===== src/rtl/ram_loader_if.sv =====
// Byte-stream input and RAM write port of the boot loader, bundled for port hookup.
// The master side produces the stream and observes the RAM port; the slave is the loader.
interface ram_loader_if #(
  parameter int ADDR_W = 8
);
  logic [7:0]        in_data;
  logic              in_valid;
  logic              in_ready;
  logic [ADDR_W-1:0] ram_addr;
  logic [15:0]       ram_din;
  logic              ram_we;

  modport master (
    output in_data, in_valid,
    input  in_ready, ram_addr, ram_din, ram_we
  );

  modport slave (
    input  in_data, in_valid,
    output in_ready, ram_addr, ram_din, ram_we
  );
endinterface


===== src/rtl/ram_loader.sv =====
// Boot-time loader: parses MAGIC, LEN, {lo,hi} pairs and an XOR checksum from a byte
// stream, writing little-endian 16-bit words to consecutive RAM addresses from 0.
module ram_loader #(
  parameter int          ADDR_W         = 8,
  parameter logic [7:0]  MAGIC          = 8'hA5,
  parameter int          TIMEOUT_CYCLES = 1200000
) (
  input  logic         clk,
  input  logic         rst_n,
  ram_loader_if.slave  bus,
  input  logic         restart,
  output logic         mem_sel,
  output logic         done,
  output logic         error
);

  localparam int TW = $clog2(TIMEOUT_CYCLES) + 1;
  localparam logic [TW-1:0] TIMER_LAST = TW'(TIMEOUT_CYCLES - 1);

  typedef enum logic [2:0] {
    S_IDLE, S_LEN, S_LO, S_HI, S_CSUM, S_DONE, S_ERR
  } state_t;

  state_t            state_q, state_d;
  logic [ADDR_W-1:0] count_q, idx_q, addr_q;
  logic [7:0]        lo_q, csum_q;
  logic [15:0]       din_q;
  logic              we_q;
  logic [TW-1:0]     timer_q;
  logic              in_frame, xfer, timeout;

  assign in_frame = (state_q == S_LEN) || (state_q == S_LO) ||
                    (state_q == S_HI)  || (state_q == S_CSUM);
  assign xfer     = bus.in_valid && bus.in_ready;
  // An accepted byte beats an expiring timer in the same cycle.
  assign timeout  = in_frame && !xfer && (timer_q == TIMER_LAST);

  // NOTE: sequential state uses non-blocking assignments so every register samples
  // pre-edge values, independent of process evaluation order.
  always_ff @(posedge clk) begin
    if (!rst_n) state_q <= S_IDLE;
    else        state_q <= state_d;
  end

  always_comb begin
    // NOTE: default first so no path through the case leaves state_d unassigned,
    // which would otherwise infer a latch.
    state_d = state_q;
    unique case (state_q)
      S_IDLE: if (xfer && bus.in_data == MAGIC) state_d = S_LEN;
      S_LEN:  if (xfer) state_d = S_LO; else if (timeout) state_d = S_ERR;
      S_LO:   if (xfer) state_d = S_HI; else if (timeout) state_d = S_ERR;
      S_HI: begin
        if (xfer)         state_d = (idx_q == count_q) ? S_CSUM : S_LO;
        else if (timeout) state_d = S_ERR;
      end
      S_CSUM: begin
        if (xfer)         state_d = (bus.in_data == csum_q) ? S_DONE : S_ERR;
        else if (timeout) state_d = S_ERR;
      end
      S_DONE, S_ERR: if (restart) state_d = S_IDLE;
      default: state_d = S_IDLE;
    endcase
  end

  always_comb begin
    bus.in_ready = 1'b0;
    mem_sel      = 1'b0;
    done         = 1'b0;
    error        = 1'b0;
    unique case (state_q)
      S_IDLE:                    bus.in_ready = 1'b1;
      S_LEN, S_LO, S_HI, S_CSUM: begin
        bus.in_ready = 1'b1;
        mem_sel      = 1'b1;
      end
      S_DONE:                    done  = 1'b1;
      S_ERR:                     error = 1'b1;
      default: ;
    endcase
  end

  always_ff @(posedge clk) begin
    if (!rst_n) begin
      count_q <= '0;
      idx_q   <= '0;
      addr_q  <= '0;
      lo_q    <= '0;
      csum_q  <= '0;
      din_q   <= '0;
      we_q    <= 1'b0;
      timer_q <= '0;
    end else begin
      we_q <= 1'b0;
      if (xfer || !in_frame) timer_q <= '0;
      else                   timer_q <= timer_q + TW'(1);

      if (xfer) begin
        unique case (state_q)
          S_LEN: begin
            count_q <= ADDR_W'(bus.in_data);
            idx_q   <= '0;
            csum_q  <= '0;
          end
          S_LO: begin
            lo_q   <= bus.in_data;
            csum_q <= csum_q ^ bus.in_data;
          end
          S_HI: begin
            csum_q <= csum_q ^ bus.in_data;
            we_q   <= 1'b1;
            addr_q <= idx_q;
            din_q  <= {bus.in_data, lo_q};
            // Compare before increment so a full-size image never wraps the index.
            if (idx_q != count_q) idx_q <= idx_q + ADDR_W'(1);
          end
          default: ;
        endcase
      end
    end
  end

  assign bus.ram_we   = we_q;
  assign bus.ram_addr = addr_q;
  assign bus.ram_din  = din_q;

endmodule

===== src/flat_wrapper.sv =====
// flat-port wrapper written by rule: the top's interface ports become plain ports
module ram_loader_flat 
#(
  parameter int          ADDR_W         = 8,
  parameter logic [7:0]  MAGIC          = 8'hA5,
  parameter int          TIMEOUT_CYCLES = 1200000
)
  (clk, rst_n, restart, mem_sel, done, error, bus_in_data, bus_in_valid, bus_in_ready, bus_ram_addr, bus_ram_din, bus_ram_we);
  ram_loader_if #(.ADDR_W(ADDR_W)) bus_i ();
  input  logic clk;
  input  logic rst_n;
  input  logic restart;
  output logic mem_sel;
  output logic done;
  output logic error;
  input wire logic [$bits(bus_i.in_data)-1:0] bus_in_data;
  input wire logic [$bits(bus_i.in_valid)-1:0] bus_in_valid;
  output wire logic [$bits(bus_i.in_ready)-1:0] bus_in_ready;
  output wire logic [$bits(bus_i.ram_addr)-1:0] bus_ram_addr;
  output wire logic [$bits(bus_i.ram_din)-1:0] bus_ram_din;
  output wire logic [$bits(bus_i.ram_we)-1:0] bus_ram_we;
  assign bus_i.in_data = bus_in_data;
  assign bus_i.in_valid = bus_in_valid;
  assign bus_in_ready = bus_i.in_ready;
  assign bus_ram_addr = bus_i.ram_addr;
  assign bus_ram_din = bus_i.ram_din;
  assign bus_ram_we = bus_i.ram_we;
  ram_loader #(.ADDR_W(ADDR_W), .MAGIC(MAGIC), .TIMEOUT_CYCLES(TIMEOUT_CYCLES)) u_core (.clk(clk), .rst_n(rst_n), .bus(bus_i), .restart(restart), .mem_sel(mem_sel), .done(done), .error(error));
endmodule

===== config.mk =====
export PLATFORM = sky130hd
export DESIGN_NAME = ram_loader_flat
export DESIGN_NICKNAME = d
export VERILOG_FILES = /design/src/rtl/ram_loader_if.sv /design/src/rtl/ram_loader.sv /design/src/flat_wrapper.sv
export SDC_FILE = /design/constraint.sdc
export NUM_CORES = 1
export LEC_CHECK = 0
export CAP_MARGIN = 20
export CORE_AREA = 2 2 90 92
export DETAILED_ROUTE_END_ITERATION = 8
export DIE_AREA = 0 0 92 94
export PLACE_DENSITY = 0.74
export SYNTH_ARGS = -nofsm -noshare
export SYNTH_HDL_FRONTEND = slang
export SYNTH_SLANG_ARGS = --single-unit

===== constraint.sdc =====
create_clock -name clk -period 1.99 [get_ports clk]
set_input_delay 0.4975 -clock clk [delete_from_list [all_inputs] [get_ports clk]]
set_output_delay 0.4975 -clock clk [all_outputs]
set_load 0.02 [all_outputs]

## Yosys cells after proc, flatten, opt, wreduce, memory -nomap -nowiden

Index checks and enable logic that the tools add are counted.
Widths: inputs -> output; s select.

| word-level totals | value |
|---|---|
| register bits after elaboration | 82 |
| bits of input ports | 12 |
| word-level logic and storage cells | 70 |

| operators by class | value |
|---|---|
| add/subtract/negate cells | 2 |
| equal/unequal tests | 14 |
| multiplexer cells | 18 |
| bitwise logic cells | 2 |
| reduce and logical (&&, ||, !) cells | 25 |

Operator list:

| kind | count |
|---|---|
| $pmux 8 s2 | 2 |
| $mux 3 | 8 |
| $add 22x1->22 const B | 1 |
| $eq 22x21->1 const B | 1 |
| $pmux 3 s6 | 1 |
| $eq 8x8->1 | 2 |
| $reduce_and 2->1 | 6 |
| $eq 3x3->1 const B | 3 |
| $add 8x1->8 const B | 1 |
| $eq 8x8->1 const B | 1 |
| $mux 8 | 1 |
| $ne 8x8->1 | 1 |
| $xor 8x8->8 | 1 |
| $eq 3x2->1 const B | 2 |
| $reduce_or 2->1 | 3 |
| $mux 1 | 5 |
| $reduce_or 5->1 | 1 |
| $logic_and 1x1->1 | 4 |
| $logic_or 1x1->1 | 4 |
| $ne 2x2->1 const B | 2 |
| $reduce_bool 2->1 | 2 |
| $reduce_or 4->1 | 1 |
| $eq 3x1->1 const B | 1 |
| $logic_not 3->1 | 1 |
| 5 further kinds | 6 |

## Logic depth before layout (Yosys ltp)

| logic depth | value |
|---|---|
| depth in word-level cells | 10 |
| mapped depth | 8 |
| depth with buffers taken out | 6 |

## Least setup slack after synthesis

OpenSTA, ideal clock, no wires.

| timing | value |
|---|---|
| kind | in2reg |
| start point | in bus_in_data[4] |
| end point | reg u_core.state_q[1] |
| library setup time | 0.136 ns |
| data arrival time | 1.745 ns |
| data required time | 1.854 ns |
| slack | 0.109 ns |
| stages | 6 |
| cells stage by stage | clkbuf_1 -> or3b_1 -> o31ai_1 -> nand2_1 -> a221oi_1 -> a2111oi_2 |

| between the ends | value |
|---|---|
| cells in the longest elaborated chain, start to end | 4 |
| elaborated cells between the ends (all ways) | 8 |
| classes of those cells | eq/ne: 3; mux: 3; reduce/logical: 2 |

Ends and longest elaborated chain:

| element | RTL line | text |
|---|---|---|
| from (decl) | flat_wrapper.sv:16 | `input wire logic [$bits(bus_i.in_data)-1:0] bus_in_data;` |
| $eq 8x8->1 (on tied branches) | ram_loader.sv:58, ram_loader.sv:50 |  |
| $mux 2 / $logic_and 1x1->1 (equally long branches) | ram_loader.sv:58, ram_loader.sv:50 |  |
| $mux 3 / $ne 2x1->1 (equally long branches) | n/a |  |
| $pmux 3 s6 / $reduce_and 2->1 (equally long branches) | n/a |  |
| to (signal assigned) | ram_loader.sv:42 | `else state_q <= state_d;` |
| to (decl) | ram_loader.sv:24 | `state_t state_q, state_d;` |

Several ways; a longest one is shown, not always the timed one.
A chain may end at the register's enable or synchronous reset.

## Worst setup path after layout

| timing | value |
|---|---|
| start point | in bus_in_data[2] |
| end point | reg u_core.state_q[1] |

Same word-level chain as after synthesis.

==> impl_metrics.yaml <==
timing:
  slew_headroom: 0.6465
  holdWs_ns: 0.4571
  final_max_slew_viol_count: 0
  min_period_ns: 1.898
  setup_viol: 0
  fin_setup_tns_ns: 0
  worst_pin_slew_ns: 0.5261
  timing_hold_violations_final: 0
  period_share: 0.9536
  clock_skew_ns: 0.01035
  max_clock_freq_mhz: 527.0
synth:
  ys_seq_area_frac: 0.4313
  synth.distinct_cells: 47
  synthArstFlopShare: 0
  syn_nets: 476
  synth_most_common_cell: "nand2_1"
  netlist_instances: 462
  synth-edff-count: 0
  synth_common_cells: "nand2_1, dfxtp_1, a21boi_0"
  synth_top_area_frac: 0.4313
  yosys-top-cells-area: "dfxtp_1, nand2_1, a21boi_0"
  synth_largest_area_cell: "dfxtp_1"
  syn_area_mm2: 0.003806
  synth-seq-cells: 82
  syn_avg_cell_area_um2: 8.238
  yosysWarnings: 0
  synth_flop_cell: "dfxtp_1"
clock_network:
  cts.sinks: 82
  cts_buffers: 9
  path_clk_slew_ns: 0.10
  cts_setup_buffers: 0
  clk_latency_ns: 0.36
  cts_resized: 8
  cts_tree: "yes"
  htree_levels: 3
  ctsHoldBuffers: 0
  cts_root_buf: "clkbuf_8"
  cts_max_path_buffers: 2
pwr:
  powerDensity_mw_per_mm2: 634.4
  ir_worst_vdd_mv: 0.3364
  p_leak_nw: 1.739
cells_and_area:
  diodes: 0
  synthToLayoutAreaGrowth_pct: 24.26
  fin_nets: 540
  ff_latch_area_mm2: 0.001643
  fill_cells: 681
  drive_gt1_frac: 0.1337
  fin_area_mm2: 0.004730
  instances_no_fill: 633
  multi_input_area_mm2: 0.002011
die:
  ios: 41
  die-area_mm2: 0.008648
  die_y_um: 94
  die_w_um: 92
  rows: 32
  coreArea_mm2: 0.007607
  start_util: 0.5003
global_route:
  grt_pass1_wl_um: 14570
  groute.usage.overall: 0.2096
  grt_pass1_vias: 3107
  grt_overflow: 0
  grt_max_degree: 25
  antenna_found_initial: 0
setup_path:
  cp_max_fo: 3
  crit_path_end: "u_core.state_q[1]$_SDFFE_PN0P_"
  rr_worst_depth: 6
  reg2reg_slack_ns: 0.11
  startpoint: "bus_in_data[2]"
  critical_path.endpoint_type: "register"
  start_kind: "input port"
  cp_cell_sequence: "clkdlybuf4s50_1 -> or3b_1 -> o31ai_1 -> buf_4 -> nand2_1 -> a2111oi_2"
  slowest_delay_ns: 0.48
  crit_type: "input port to register"
  r2r_end: "u_core.state_q[1]$_SDFFE_PN0P_"
  critical_path_arrival_ns: 2.15
  slowest_stage: "clkdlybuf4s50_1"
  cp_data_required_time_ns: 2.24
  r2r_start: "u_core.timer_q[0]$_SDFF_PP0_"
run_status:
  outcome: "completed"
route:
  drtIter0Drc: 184
  ant_nets: 0
  post_drt_wl_per_cell_um: 13.78
  finalWirelength_um: 8722
  num_vias: 3388
  vias_per_cell: 5.352
  route.detailed.drc: 0
  drtPass1Iterations: 5
placement:
  port_buffers: 40
  gp_congestion: 0.9200
  placed_area_mm2: 0.004534
  place_inst: 617
  dpl.hpwl_um: 6212
flow_run:
  maxCapViolations: 0
worst_hold_path:
  hp-class: "register to register"
cells in the final DEF (no fill, tap or decap), types with 2 or more instances in the layout:
master / instances
nand2_1: 105
dfxtp_1: 81
a21boi_0: 48
buf_4: 43
nor2_1: 38
clkdlybuf4s50_1: 36
xor2_1: 24
nand3_1: 14
nor3_1: 13
xnor2_1: 12
o21ai_0: 12
nand3b_1: 9
clkbuf_8: 9
nand4_1: 8
and3_1: 7
inv_1: 5
and2_1: 5
nand2b_1: 4
nor4_1: 4
or3_1: 4
inv_8: 4
a21oi_1: 3
or4_1: 3
nor3b_1: 2
and3b_1: 2
o31ai_1: 2
and4_1: 2
mux2i_1: 2
ha_1: 2
clkbuf_2: 2
per-stage QoR:
stage | setup WS [ns] | util | total power [W]
after detailed placement | -0.2521 | 0.5961 | 0.001815
after global placement | -0.2659 | 0.5961 | 0.001813
after CTS | 0.01085 | 0.6224 | 0.003031
after floorplan | 0.1090 | - | 0.001740
after global routing | -0.03180 | 0.6217 | 0.003123
final | 0.09236 | 0.6217 | 0.003000
flip-flops by register name, summed over array words and instances, names as in the netlist:
| register | cells |
|---|---|
| u_core.csum_q | 8 |
| u_core.lo_q | 8 |
| u_core.state_q | 3 |
| u_core.count_q | 8 |
| u_core.bus.ram_din | 16 |
| u_core.bus.ram_addr | 8 |
| u_core.bus.ram_we | 1 |
| u_core.timer_q | 22 |
| u_core.idx_q | 8 |
kinds of logic after synthesis:
logic type	count (synthesis)	share of synthesized area
flops	82	0.4313
compound gates	74	0.1384
mux	2	0.005260
xor+xnor	36	0.08284
simple gates	230	0.2932
fa+ha+maj	2	0.006574
buf+inv	36	0.04241
worst max-delay path, delay by kind of cell:
kind | cells | cell delay, ns
simple gates | 2 | 0.44
compound gates | 2 | 0.58
buf+inv | 2 | 0.64
worst min-delay path by stage:
stage	from	end	slack (ns)	depth (start not counted)
after floorplan	u_core.timer_q[0]$_SDFF_PP0_	u_core.timer_q[0]$_SDFF_PP0_	0.42	1
final	u_core.timer_q[0]$_SDFF_PP0_	u_core.timer_q[0]$_SDFF_PP0_	0.46	1
after detailed placement	u_core.timer_q[0]$_SDFF_PP0_	u_core.timer_q[0]$_SDFF_PP0_	0.44	1
after CTS	u_core.timer_q[0]$_SDFF_PP0_	u_core.timer_q[0]$_SDFF_PP0_	0.46	1
after global routing	u_core.bus.ram_din[9]$_SDFFE_PN0P_	u_core.bus.ram_din[9]$_SDFFE_PN0P_	0.49	2
after global placement	u_core.timer_q[0]$_SDFF_PP0_	u_core.timer_q[0]$_SDFF_PP0_	0.43	1
report_power, final:
group	switching (W)	total [W]	leakage [nW]	internal (W)
logic	0.0000658	0.000134	0.974	0.0000686
clock network	0.000717	0.00122	0.104	0.000506
registers	0.00000163	0.00164	0.661	0.00164
metal layers:
metal,vias to the layer above,routed length [um],track usage
met5,-,0,0
met4,0,108,0.06841
met3,10,354,0.04494
met2,79,4168,0.3505
met1,1612,4090,0.2709
li1,1687,-,-
layout make-up:
type | count | share of cell area
Clock buffer | 9 | 0.02619
Timing Repair Buffer | 84 | 0.1537
Inverter | 5 | 0.003968
Clock inverter | 7 | 0.01667
Multi-Input combinational cell | 344 | 0.4251
Sequential cell | 82 | 0.3474
Tap cell | 102 | 0.02698
Note: power is estimated with default switching activity, not from simulation.
